==> src/rtl/stream_bitpack.sv <==
// Packs a byte-padded word stream densely (LSB-first) onto a wide AXI-Stream.
// Each image of WORDS_PER_IMAGE words ends with a zero-padded beat flagged by m_tlast.
module stream_bitpack #(
    parameter int WORDS_PER_IMAGE = 100,
    parameter int BITS_PER_WORD   = 13,
    parameter int OUT_BITS        = 32
) (
    input  logic                                 clk,
    input  logic                                 rst,
    input  logic [8*((BITS_PER_WORD+7)/8)-1:0]   s_tdata,
    input  logic                                 s_tvalid,
    output logic                                 s_tready,
    output logic [OUT_BITS-1:0]                  m_tdata,
    output logic                                 m_tvalid,
    input  logic                                 m_tready,
    output logic                                 m_tlast
);
    localparam int IN_W   = 8*((BITS_PER_WORD+7)/8);
    localparam int BUF_W  = OUT_BITS + BITS_PER_WORD;
    localparam int FILL_W = $clog2(BUF_W + 1);
    localparam int CNT_W  = (WORDS_PER_IMAGE > 1) ? $clog2(WORDS_PER_IMAGE) : 1;

    localparam logic [FILL_W-1:0] OUT_F    = FILL_W'(OUT_BITS);
    localparam logic [FILL_W-1:0] BITS_F   = FILL_W'(BITS_PER_WORD);
    localparam logic [CNT_W-1:0]  CNT_LAST = CNT_W'(WORDS_PER_IMAGE - 1);

    generate
        if (OUT_BITS < BITS_PER_WORD || BITS_PER_WORD < 1 || WORDS_PER_IMAGE < 1) begin : g_bad_params
            $error("stream_bitpack: need OUT_BITS >= BITS_PER_WORD >= 1 and WORDS_PER_IMAGE >= 1");
        end
        if (IN_W > BITS_PER_WORD) begin : g_pad
            // Byte padding above the word is deliberately dropped.
            logic unused_pad;
            assign unused_pad = ^s_tdata[IN_W-1:BITS_PER_WORD];
        end
    endgenerate

    logic [BUF_W-1:0]  data_reg, data_next;
    logic [FILL_W-1:0] fill_reg, fill_next, fill_base;
    logic [CNT_W-1:0]  cnt_reg, cnt_next;
    logic              pend_reg, pend_next;
    logic [BUF_W-1:0]  word_ext;
    logic              push, pop;

    assign m_tdata  = data_reg[OUT_BITS-1:0];
    assign m_tvalid = (fill_reg >= OUT_F) || (pend_reg && (fill_reg != '0));
    assign m_tlast  = pend_reg && (fill_reg <= OUT_F);
    // Gated by rst so the source is never acknowledged while reset is held.
    assign s_tready = !rst && !pend_reg && ((fill_reg < OUT_F) || m_tready);

    assign pop  = m_tvalid && m_tready;
    assign push = s_tvalid && s_tready;

    always_comb begin
        data_next = data_reg;
        fill_base = fill_reg;
        cnt_next  = cnt_reg;
        pend_next = pend_reg;
        word_ext  = {{OUT_BITS{1'b0}}, s_tdata[BITS_PER_WORD-1:0]};

        if (pop) begin
            data_next = data_reg >> OUT_BITS;
            if (m_tlast) begin
                fill_base = '0;
                pend_next = 1'b0;
            end else begin
                fill_base = fill_reg - OUT_F;
            end
        end

        // The new word lands just above whatever survives this cycle's pop.
        if (push) begin
            data_next = data_next | (word_ext << fill_base);
            if (cnt_reg == CNT_LAST) begin
                cnt_next  = '0;
                pend_next = 1'b1;
            end else begin
                cnt_next = cnt_reg + 1'b1;
            end
        end

        fill_next = fill_base + (push ? BITS_F : '0);
    end

    always_ff @(posedge clk or posedge rst) begin
        if (rst) begin
            data_reg <= '0;
            fill_reg <= '0;
            cnt_reg  <= '0;
            pend_reg <= 1'b0;
        end else begin
            data_reg <= data_next;
            fill_reg <= fill_next;
            cnt_reg  <= cnt_next;
            pend_reg <= pend_next;
        end
    end
endmodule
==> config.mk <==
export PLATFORM = sky130hd
export DESIGN_NAME = stream_bitpack
export DESIGN_NICKNAME = d
export VERILOG_FILES = /design/src/rtl/stream_bitpack.sv
export SDC_FILE = /design/constraint.sdc
export NUM_CORES = 1
export LEC_CHECK = 0
export CORE_UTILIZATION = 55
export DETAILED_ROUTE_END_ITERATION = 16
export GPL_ROUTABILITY_DRIVEN = 0
export PLACE_DENSITY = 0.88
export SETUP_SLACK_MARGIN = 0.5
export SLEW_MARGIN = 20
export SYNTH_ARGS = -nofsm -noshare
export SYNTH_HDL_FRONTEND = slang
export SYNTH_SLANG_ARGS = --single-unit
==> constraint.sdc <==
create_clock -name clk -period 2.8 [get_ports clk]
set_clock_uncertainty 0.2 [all_clocks]
set_input_delay 0.42 -clock clk [delete_from_list [all_inputs] [get_ports clk]]
set_output_delay 0.42 -clock clk [all_outputs]
set_load 0.005 [all_outputs]
==> impl_metrics.csv <==
group,metric,value,unit
clocking,cts_tree,"done",
power_and_ir_drop,powerDensity,1137,nW/µm²
logic_synthesis,synth.net_count,446,
place,dpl-instance-area,4407,µm²
final_layout,syn_to_final_growth,20.29,%
critical_path,cpPeakStageDelay,430,ps
logic_synthesis,synth_ff_type,"dfrtp_1",
critical_path,crit_arrival,1730,ps
clocking,cts_buffer_depth,2,
logic_synthesis,synthSimpleGateAreaFrac,18.04,%
timing,hold_viol_final,21,
power_and_ir_drop,p_comb_share,57.2,%
timing,period_needed,2354,ps
critical_path,cp-end-kind,"primary output",
routing,drtIter0Drc,553,
critical_path,rrSetupSlack,520,ps
routing,dr.pass1.iters,6,
routing,vias,3649,
routing,vias_per_cell,6.481,
floorplan,initial_core_util,56.96,%
global_route,grt_pass1_vias,3432,
floorplan,fp.dieH,86.11,µm
final_layout,fin_area,4681,µm²
floorplan,die-width,86.11,µm
clocking,root_buffer,"clkbuf_8",
logic_synthesis,synthMuxAreaShare,5.080,%
place,dp_slack,15.21,ps
place,hpwl,7.497,mm
critical_path,worstPathRequired,2180,ps
critical_path,path_max_fanout,2,
floorplan,ios,55,
logic_synthesis,synth_cell_type_count,75,
timing,drv_slew,0,
routing,drc,0,
logic_synthesis,yosys-top-cells-count,"59 x dfrtp_1, 44 x nand2_1, 36 x nor2_1",
run,max-cap-violations,0,
run_status,violations,"hold timing",
global_route,grt_use_total,29.91,%
power_and_ir_drop,switching_share,41.96,%
clocking,path_clk_slew,70,ps
worst_hold_path,hp-class,"in2async",
timing,relSlewSlack,64.74,%
clocking,insertion_delay,350,ps
power_and_ir_drop,p_switching,0.002234,W
logic_synthesis,ys_seq_elements,59,
critical_path,cp_top_family,"simple AND/OR/NAND/NOR gates",
logic_synthesis,synth_edf_count,0,
power_and_ir_drop,p_leak,2.046,nW
logic_synthesis,ys_top_cells_by_area,"dfrtp_1 38%, buf_4 6.6%, nand2_1 4.2%, o221ai_1 4.1%, nor2_1 3.5%",
timing,holdWs,-25.43,ps
logic_synthesis,synth_top_area_share,37.94,%
logic_synthesis,syn_avg_cell_area,9.243,µm²
critical_path,slowest_stage,"or4_4",
final_layout,largest_reg_flops,45,
timing,rsz0062_at_grt,"yes",
timing,worst_slack,446.0,ps
power_and_ir_drop,p_seq_share,28.7,%
logic_synthesis,synth_fa_ha_area_share,1.608,%
critical_path,cp_cell_sequence,"or2_4, or4_4, a21oi_2, buf_2",
floorplan,dieArea,7415,µm²
timing,tns,0,ps
power_and_ir_drop,max-vdd-ir-drop,0.0006333,V
logic_synthesis,ys_seq_area_share,37.94,%
logic_synthesis,synth_area,3891,µm²
timing,setup_violations,0,
logic_synthesis,synth-xor-area-share,1.801,%
place,portBuffers,51,
clocking,clock-sinks,59,
routing,detail_route.wl_per_cell,18.63,µm
final_layout,drive_above_1_share,18.84,%
power_and_ir_drop,p_int,0.003090,W
logic_synthesis,syn-instance-count,421,
timing,max_freq,424.8,MHz
power_and_ir_drop,power_frac_clock,14.1,%
routing,wl,10.49,mm
critical_path,path_buf_inv,1,
clocking,cts_max_level,3,
floorplan,core_area,6832,µm²
logic_synthesis,synth_top_family_by_area,"compound AO/OA/AOI/OAI gates",
global_route,grt_pass1_wl,17.05,mm
logic_synthesis,synth-async-reset-ratio,100.0,%
global_route,grt_start_max_net_pins,39,
logic_synthesis,yosysTopAreaCell,"dfrtp_1",
global_route,antenna_found_initial,0,
logic_synthesis,yosysMostFrequentCell,"dfrtp_1",
run_status,outcome,"finished with violations",
global_route,grt-ovfl-total,0,
clocking,cts_buffers,9,
timing,min_period_over_period,84.07,%
routing,drtAntennaViolNets,0,
timing,worst_pin_slew,528.1,ps
critical_path,start_kind,"flop",
final_layout,final_nets,487,
final_layout,n_antenna_cell,0,
logic_synthesis,synth_compound_area_share,24.63,%
power_and_ir_drop,total_power,0.005324,W
clocking,cts_hold_buf,0,
logic_synthesis,ys_warn_count,0,
critical_path,path_class,"reg2out",
floorplan,rows,30,
-- metal layers --
metal	GRT usage (%)	share of wire, %
met5	0	0
met3	7.218	9.8
met4	13.33	5.1
met1	38.70	38
met2	47.62	47
-- placed cells by master, fill, tap and decap left out, drive strengths merged, types with 4 or more instances in the layout --
master          n
a21o            7
a21oi          10
a22o            5
a31oi           6
a32oi           5
and2            6
and3            5
buf            40
clkbuf         11
clkdlybuf4s50  47
clkinv          4
dfrtp          59
ha              5
inv            11
mux2            4
mux2i          13
nand2          44
nand2b          4
nand3          11
nand4           4
nor2           37
nor2b           4
nor3            8
nor3b           4
o211ai          6
o21ai          16
o221ai         18
o22ai           6
xnor2           4
xor2            4
-- metrics by stage --
step                util (%)  instances  hold slack, ps
floorplan                  -        421           247.8
global placement       64.51        543           263.6
detailed placement     64.51        543           274.0
CTS                    67.64        561           285.7
global route           68.52        563           6.018
finish                 68.52        563          -25.43
-- power groups by stage --
| stage | Clock [W] | Combinational (W) | Sequential, W |
|---|---|---|---|
| final | 0.000748 | 0.00305 | 0.00153 |
| after global placement | 0 | 0.00279 | 0.00150 |
| after global routing | 0.000800 | 0.00329 | 0.00158 |
| after floorplan | 0 | 0.00206 | 0.00143 |
| after CTS | 0.000756 | 0.00291 | 0.00151 |
| after detailed placement | 0 | 0.00287 | 0.00152 |
-- worst register-to-register path, cell delays in order, from the launching register on --
cell,delay [ps]
dfrtp_1,360
buf_6,280
mux2_2,400
o21a_1,190
nor2_2,150
mux2i_1,90
buf_4,160
a221o_1,320
-- worst paths after layout --
path                                   startpoint                      to  cells past startpoint
hold reg to reg            data_reg[38]$_DFF_PP0_  data_reg[38]$_DFF_PP0_                      2
hold / removal                                rst  cnt_reg[1]$_DFFE_PP0P_                      2
setup / recovery            fill_reg[0]$_DFF_PP0_                 m_tlast                      4
setup reg to reg            fill_reg[0]$_DFF_PP0_  data_reg[12]$_DFF_PP0_                      7
min in group clk           data_reg[38]$_DFF_PP0_  data_reg[38]$_DFF_PP0_                      2
max in group asynchronous                     rst  data_reg[22]$_DFF_PP0_                      3
-- logic make-up (layout without fill, tap and decap cells) --
group,Yosys count,in the layout
fa+ha+maj,5,5
mux,18,18
simple gates,141,141
compound gates,120,120
xor+xnor,8,8
flops,59,59
buf+inv,70,116
-- timing repair --
action	in CTS	in global routing
setup endpoints to repair	20	28
resized for setup	19	8
pin swaps	4	2
buffers inserted	2	2
-- final cells by class --
cell class / instances / area [µm²]
repair buffers: 89 / 812.0
clock buffers: 11 / 131.4
clock inverters: 5 / 53.80
fillers: 522 / 2151
well taps: 96 / 120.1
flip-flops and latches: 59 / 1479
inverters: 11 / 41.29
multi-input cells: 292 / 2043
(Power assumes the default switching activity.)
